`src/rtl/mmio_fifo_pkg.sv`:
```
// Shared constants for the MMIO-mapped 64-bit data FIFO: default register
// addresses, status/control bit positions and the status word packer.
package mmio_fifo_pkg;

    localparam logic [15:0] DFLT_ADDR_DATA   = 16'h0020;
    localparam logic [15:0] DFLT_ADDR_STATUS = 16'h0022;
    localparam logic [15:0] DFLT_ADDR_CTRL   = 16'h0024;

    localparam int STS_EMPTY = 8;
    localparam int STS_FULL  = 9;
    localparam int STS_OVF   = 16;
    localparam int STS_UNF   = 17;

    localparam int CTRL_FLUSH = 0;
    localparam int CTRL_CLR   = 1;

    function automatic logic [63:0] status_word(
        input logic [7:0] cnt,
        input logic       emp,
        input logic       ful,
        input logic       ovf,
        input logic       unf
    );
        logic [63:0] w;
        w            = '0;
        w[7:0]       = cnt;
        w[STS_EMPTY] = emp;
        w[STS_FULL]  = ful;
        w[STS_OVF]   = ovf;
        w[STS_UNF]   = unf;
        return w;
    endfunction

endpackage

```
`src/rtl/fifo_ram.sv`:
```
// FIFO storage: DEPTH x W array, synchronous write, combinational read.
// The array is deliberately not reset; occupancy tracking lives in the controller.
module fifo_ram #(
    parameter int DEPTH = 8,
    parameter int W     = 64
) (
    input  logic                     clk,
    input  logic                     we,
    input  logic [$clog2(DEPTH)-1:0] waddr,
    input  logic [W-1:0]             wdata,
    input  logic [$clog2(DEPTH)-1:0] raddr,
    output logic [W-1:0]             rdata
);

    logic [W-1:0] mem [DEPTH];

    always_ff @(posedge clk) begin
        if (we) begin
            mem[waddr] <= wdata;
        end
    end

    assign rdata = mem[raddr];

endmodule

```
`src/rtl/mmio_fifo_ctrl.sv`:
```
// MMIO front end for the AFU data FIFO: decodes writes/reads into push/pop,
// tracks pointers, occupancy and sticky error flags, returns registered responses.
module mmio_fifo_ctrl
    import mmio_fifo_pkg::*;
#(
    parameter int          DEPTH       = 8,
    parameter logic [15:0] ADDR_DATA   = DFLT_ADDR_DATA,
    parameter logic [15:0] ADDR_STATUS = DFLT_ADDR_STATUS,
    parameter logic [15:0] ADDR_CTRL   = DFLT_ADDR_CTRL
) (
    input  logic                       clk,
    input  logic                       rst_n,
    input  logic                       mmio_wr_valid,
    input  logic                       mmio_rd_valid,
    input  logic [15:0]                mmio_addr,
    input  logic [8:0]                 mmio_tid,
    input  logic [63:0]                mmio_wdata,
    output logic                       rsp_valid,
    output logic [8:0]                 rsp_tid,
    output logic [63:0]                rsp_data,
    output logic [$clog2(DEPTH+1)-1:0] count,
    output logic                       empty,
    output logic                       full,
    output logic                       irq
);

    localparam int PW = $clog2(DEPTH);
    localparam int CW = $clog2(DEPTH+1);

    // Strobes are single-cycle with no back-pressure: every mmio_rd_valid to a
    // mapped address yields exactly one rsp_valid pulse on the following cycle.
    logic [PW-1:0] wr_ptr, rd_ptr;
    logic [CW-1:0] count_q;
    logic          ovf_q, unf_q;
    logic [63:0]   ram_rdata;

    logic wr_data_hit, rd_data_hit, wr_ctrl_hit;
    logic do_push, do_pop, do_flush, do_clr, ovf_set, unf_set;
    logic          rd_known;
    logic [63:0]   rd_word;

    assign empty = (count_q == '0);
    assign full  = (count_q == CW'(DEPTH));
    assign count = count_q;
    assign irq   = ovf_q | unf_q;

    assign wr_data_hit = mmio_wr_valid && (mmio_addr == ADDR_DATA);
    assign rd_data_hit = mmio_rd_valid && (mmio_addr == ADDR_DATA);
    assign wr_ctrl_hit = mmio_wr_valid && (mmio_addr == ADDR_CTRL);

    // Both directions are judged against pre-cycle occupancy.
    assign do_push  = wr_data_hit && !full;
    assign ovf_set  = wr_data_hit && full;
    assign do_pop   = rd_data_hit && !empty;
    assign unf_set  = rd_data_hit && empty;
    assign do_flush = wr_ctrl_hit && mmio_wdata[CTRL_FLUSH];
    assign do_clr   = wr_ctrl_hit && mmio_wdata[CTRL_CLR];

    always_comb begin
        rd_known = 1'b0;
        rd_word  = '0;
        if (mmio_rd_valid) begin
            if (mmio_addr == ADDR_DATA) begin
                rd_known = 1'b1;
                rd_word  = empty ? 64'd0 : ram_rdata;
            end else if (mmio_addr == ADDR_STATUS) begin
                rd_known = 1'b1;
                rd_word  = status_word(8'(count_q), empty, full, ovf_q, unf_q);
            end else if (mmio_addr == ADDR_CTRL) begin
                rd_known = 1'b1;
            end
        end
    end

    always_ff @(posedge clk or negedge rst_n) begin
        if (!rst_n) begin
            wr_ptr    <= '0;
            rd_ptr    <= '0;
            count_q   <= '0;
            ovf_q     <= 1'b0;
            unf_q     <= 1'b0;
            rsp_valid <= 1'b0;
            rsp_tid   <= '0;
            rsp_data  <= '0;
        end else begin
            if (do_flush) begin
                wr_ptr  <= '0;
                rd_ptr  <= '0;
                count_q <= '0;
            end else begin
                if (do_push) wr_ptr <= wr_ptr + PW'(1);
                if (do_pop)  rd_ptr <= rd_ptr + PW'(1);
                count_q <= count_q + CW'(do_push) - CW'(do_pop);
            end
            // A same-cycle set beats a clear.
            ovf_q <= (ovf_q & ~do_clr) | ovf_set;
            unf_q <= (unf_q & ~do_clr) | unf_set;

            rsp_valid <= rd_known;
            if (rd_known) begin
                rsp_tid  <= mmio_tid;
                rsp_data <= rd_word;
            end
        end
    end

    fifo_ram #(.DEPTH(DEPTH), .W(64)) u_ram (
        .clk   (clk),
        .we    (do_push),
        .waddr (wr_ptr),
        .wdata (mmio_wdata),
        .raddr (rd_ptr),
        .rdata (ram_rdata)
    );

endmodule

```
`config.mk`:
```
export PLATFORM = sky130hd
export DESIGN_NAME = mmio_fifo_ctrl
export DESIGN_NICKNAME = d
export VERILOG_FILES = /design/src/rtl/mmio_fifo_pkg.sv /design/src/rtl/fifo_ram.sv /design/src/rtl/mmio_fifo_ctrl.sv
export SDC_FILE = /design/constraint.sdc
export NUM_CORES = 1
export LEC_CHECK = 0
export CAP_MARGIN = 20
export CORE_UTILIZATION = 36
export CTS_CLUSTER_DIAMETER = 100
export DETAILED_ROUTE_END_ITERATION = 12
export PLACE_DENSITY = 0.63
export SLEW_MARGIN = 40
export SYNTH_ARGS = -nofsm -noshare
export SYNTH_HDL_FRONTEND = slang
export SYNTH_SLANG_ARGS = --single-unit
```
`constraint.sdc`:
```
create_clock -name clk -period 17.1 [get_ports clk]
set_input_delay 2.565 -clock clk [delete_from_list [all_inputs] [get_ports clk]]
set_output_delay 2.565 -clock clk [all_outputs]
set_load 0.02 [all_outputs]
```
* Yosys cells after proc, flatten, opt, wreduce, memory -nomap -nowiden
Memory sizes are Yosys's and may differ from the RTL's. Index checks and enable logic that the tools add are counted.
Storage, ports and cells: bits in writable memories 512, output and inout bits 81, memories kept 1, flip-flop bits (word level) 86, word-level logic and storage cells 52, bits of input ports 93
Memories:
- u_ram.mem | words 8, width 64, read ports 1, clocked after memory_dff 0, wr ports 1, RTL line fifo_ram.sv:15 | logic [W-1:0] mem [DEPTH];
Operators by class: add/subtract/negate cells 4, eq/ne operators 4, reductions and logical operators 14, bitwise operators 6, mux-type cells 15
Operator list (number):
- 2-to-1 mux 64 bit | 3
- equality test 16 x 6 -> 1 bit (second input constant) | 3
- 2-to-1 mux 18 bit | 1
- 2-to-1 mux 3 bit | 4
- logical AND 1 bit | 9
- adder 3 x 1 -> 3 bit (second input constant) | 2
- 2-to-1 mux 1 bit | 6
- adder 4 x 1 -> 4 bit | 1
- equality test 4 bit (second input constant) | 1
- logical NOT 4 bit | 1
- 2-to-1 mux 4 bit | 1
- nonzero test 2 bit | 2
- subtractor 4 x 1 -> 4 bit | 1
- OR 1 bit | 3
- bitwise AND 1 bit | 2
- logical NOT 1 bit | 2
- inverter 1 bit | 1

* Depth between registers and ports, before layout
depth after elaboration 6, mapped depth 14, gate-level depth less buffers 12

* By module
A second synthesis with hierarchy kept.
Unflattened totals: cells, all modules 1014, area, all modules 22885.7 µm²
By module, submodules not included:
- fifo_ram | times used 1, seq. area each 15374.7 µm², area each 19266.0 µm², cells an instance 752
- mmio_fifo_ctrl | times used 1, seq. area each 2152.1 µm², area each 3619.7 µm², cells an instance 262

* Least setup slack after synthesis
No wires, ideal clock.
path type input port to flip-flop, start input port mmio_addr[0], end memory u_ram.mem[0][0] (enable), arrival 8562 ps, setup time 565 ps, required time 16535 ps, stages on the path 5, slack 7973 ps, buffers on the path 1, cells stage by stage or4b_4 or4_1 buf_2 or3_1 nor3_1
On the way: cells in the longest elaborated chain, start to end 5
RTL lines:
- from (decl) | RTL line mmio_fifo_ctrl.sv:15 | input logic [15:0] mmio_addr,
- equality test 16 x 6 -> 1 bit | RTL line mmio_fifo_ctrl.sv:47 | assign wr_data_hit = mmio_wr_valid && (mmio_addr == ADDR_DATA);
- logical AND 1 bit | RTL line mmio_fifo_ctrl.sv:47
- logical AND 1 bit | RTL line mmio_fifo_ctrl.sv:52 | assign do_push = wr_data_hit && !full;
- 2-to-1 mux 1 bit | RTL line fifo_ram.sv:18 | if (we) begin
- 2-to-1 mux 1 bit (implied by the code) | RTL line fifo_ram.sv:19 | mem[waddr] <= wdata;
- to (decl) | RTL line fifo_ram.sv:15
Every way passes these cells.

* Worst setup path in the final report
start input port mmio_addr[1], end memory u_ram.mem[2][27] (enable)
Same word-level chain as after synthesis.

==> reports/qor.yml <==
synth_top_area_frac: 0.6778
grt_usage: 0.1479
tns_ns: 0
avgSynthCellArea_um2: 22.04
row_count: 91
setup_ws_ns: 11.43
synth_top_flop_cell: "edfxtp_1"
post_cts_buffers: 0
root_buffer: "clkbuf_16"
clockBufferDepth: 3
hold_violations: 0
grt_first_pass_wirelength_um: 70940
post-place-cells: 2001
cp_max_fo: 40
io_buffers: 173
p_leak_nw: 8.730
diodes: 0
post_synth_main_area_contributors: "edfxtp_1 (68%), mux4_2 (13%), dfrtp_1 (9.5%)"
worstSkewPairLatency_ns: 0.63
cts.sinks: 598
critPathLaunchType: "primary input"
drt_pass1_iterations: 5
antenna_found_initial: 7
fillers: 5291
worst_pin_slew_ns: 0.8124
grt_setup_unrepaired: "no"
synth_warnings: 0
critical_path_class: "primary input to flop"
postSynth.asyncResetShare: 0.1438
seq_area_frac_synth: 0.7727
synth_seq_cells: 598
place_congestion: 0.6964
vias_per_cell: 5.030
wl_um: 46650
fin_crit_sh: 0.3316
grt-ovfl-total: 0
multiInputGateArea_um2: 4942
period_needed_ns: 5.670
die_area_um2: 64010
maxCapViolCount: 0
synth_xor_area_frac: 0.0007723
hp-class: "flop to flop"
synth_edf_count: 512
place_ws_ns: 10.76
drv_slew: 0
max_clock_freq_ghz: 0.1764
clkTransAtPathRegs_ns: 0.06
synthAdderAreaFrac: 0.005296
synth_mux_area_frac: 0.1596
crit_arrival_ns: 5.92
synth_cell_type_count: 43
grt_pass1_vias: 11390
initial_core_util: 0.3662
synth_compound_area_frac: 0.03194
layout_common_cells: "edfxtp_1 (512), clkdlybuf4s50_1 (172), mux4_2 (126)"
cts_resized: 0
drtAntennaViolNets: 0
irDropWorstVdd_mv: 0.08018
synth_fp_nets: 1131
numCtsBuffers: 60
cts_tree: "built"
power.density_nw_per_um2: 108.6
ctsHoldBuffers: 0
die_w_um: 253.0
max_slew_margin: 0.4584
dp_hpwl_um: 26040
synth_top_family_by_area: "multiplexers"
wl_per_cell_um: 22.04
setup.worst_path.end_class: "flop"
final_cells: 2117
area_delta_synth_final_pct: 21.49
setup_viol: 0
regArea_um2: 17540
finClkSkew_ns: 0.02528
nNetsFinal: 1330
yosys.area.top_type: "edfxtp_1"
htree_num_levels: 2
crit_required_ns: 17.35
layout_commonest_cell: "edfxtp_1"
vias: 10650
status: "finished, final reports clean"
synthCells: 1029
ios: 174
syn_area_um2: 22680
yosys.area_share.simple: 0.01705
drt_iter0_drc: 655
core-area_um2: 61940
layout-drive-gt1-share: 0.2125
die_height_um: 253.0
route.detailed.drc: 0
grt_start_max_net_pins: 68
==> worst max-delay path, cell delays in order <==
cell	delay (ns)
clkdlybuf4s50_1	0.52
or4_1	0.60
or4_1	0.59
or3_1	0.57
nor2_4	0.41
buf_4	0.63
==> state kept, by name, indices dropped and copies added, names as in the netlist <==
name	flops
count	4
ovf_q	1
rd_ptr	3
rsp_data	64
rsp_tid	9
rsp_valid	1
u_ram.mem	512
unf_q	1
wr_ptr	3
==> where the power goes <==
| group | leakage [nW] | total (mW) | switching (mW) | internal (mW) |
|---|---|---|---|---|
| logic | 1.95 | 0.0538 | 0.0288 | 0.0250 |
| clock network | 0.991 | 1.35 | 0.548 | 0.804 |
| registers | 5.79 | 1.59 | 0.00184 | 1.58 |
==> stage by stage <==
stage	util	hold slack (ns)	total power [mW]	cell area (µm²)
after floorplan	-	0.4780	1.626	22680
after global placement	0.4102	0.4686	1.669	25410
after detailed placement	0.4113	0.4733	1.671	25470
after CTS	0.4442	0.4900	3.027	27520
after global routing	0.4449	0.4996	3.081	27560
final	0.4449	0.4849	2.992	27560
==> synthesized netlist by cell type, drive strengths merged, types with 3 or more instances <==
cell type and instances:
o21ai 6, nand3 12, dfrtp 86, a21oi 7, nand2b 3, o2bb2ai 56
buf 22, nand2 10, nor4 3, or4b 3, mux2 17, nor2 10
mux4 126, edfxtp 512, inv 9, a211oi 8, mux2i 59, clkbuf 33
nor2b 5, ha 8, a2bb2oi 9, or4 6
==> cells by family (layout without fill, tap and decap cells) <==
logic type / Yosys count / count (layout)
AOI/OAI and AO/OA: 90 / 90
buffers and inverters: 65 / 316
muxes: 202 / 202
adders and majority gates: 9 / 9
DFF: 598 / 598
xor gates and xnor gates: 2 / 2
and+or+nand+nor: 63 / 63
==> final cells by class <==
cell class,count,area share
clock buffer,75,0.05689
clock inverter,39,0.01725
inverter,10,0.001544
multi-input combinational,366,0.1793
sequential,598,0.6364
tap,837,0.03800
timing repair buffer,192,0.07051
==> metal layers <==
metal  global-route usage  wire [µm]
met4              0.03792        765
met2               0.2312      21860
met1               0.2087      21010
met3              0.03403       2917
met5                    0         89
==> final timing paths <==
check	from	to	slack, ns	cells past startpoint
max	mmio_addr[1]	u_ram.mem[2][27]	11.43	6
min	rsp_data[55]	rsp_data[55]	0.48	1
max reg2reg	rd_ptr[0]	rsp_data[10]	13.69	5
min reg2reg	rsp_data[55]	rsp_data[55]	0.48	1
max in group asynchronous	rst_n	rd_ptr[2]	14.01	2
min in group asynchronous	rst_n	rsp_tid[2]	1.91	1
Note: power is estimated with default switching activity, not from simulation.
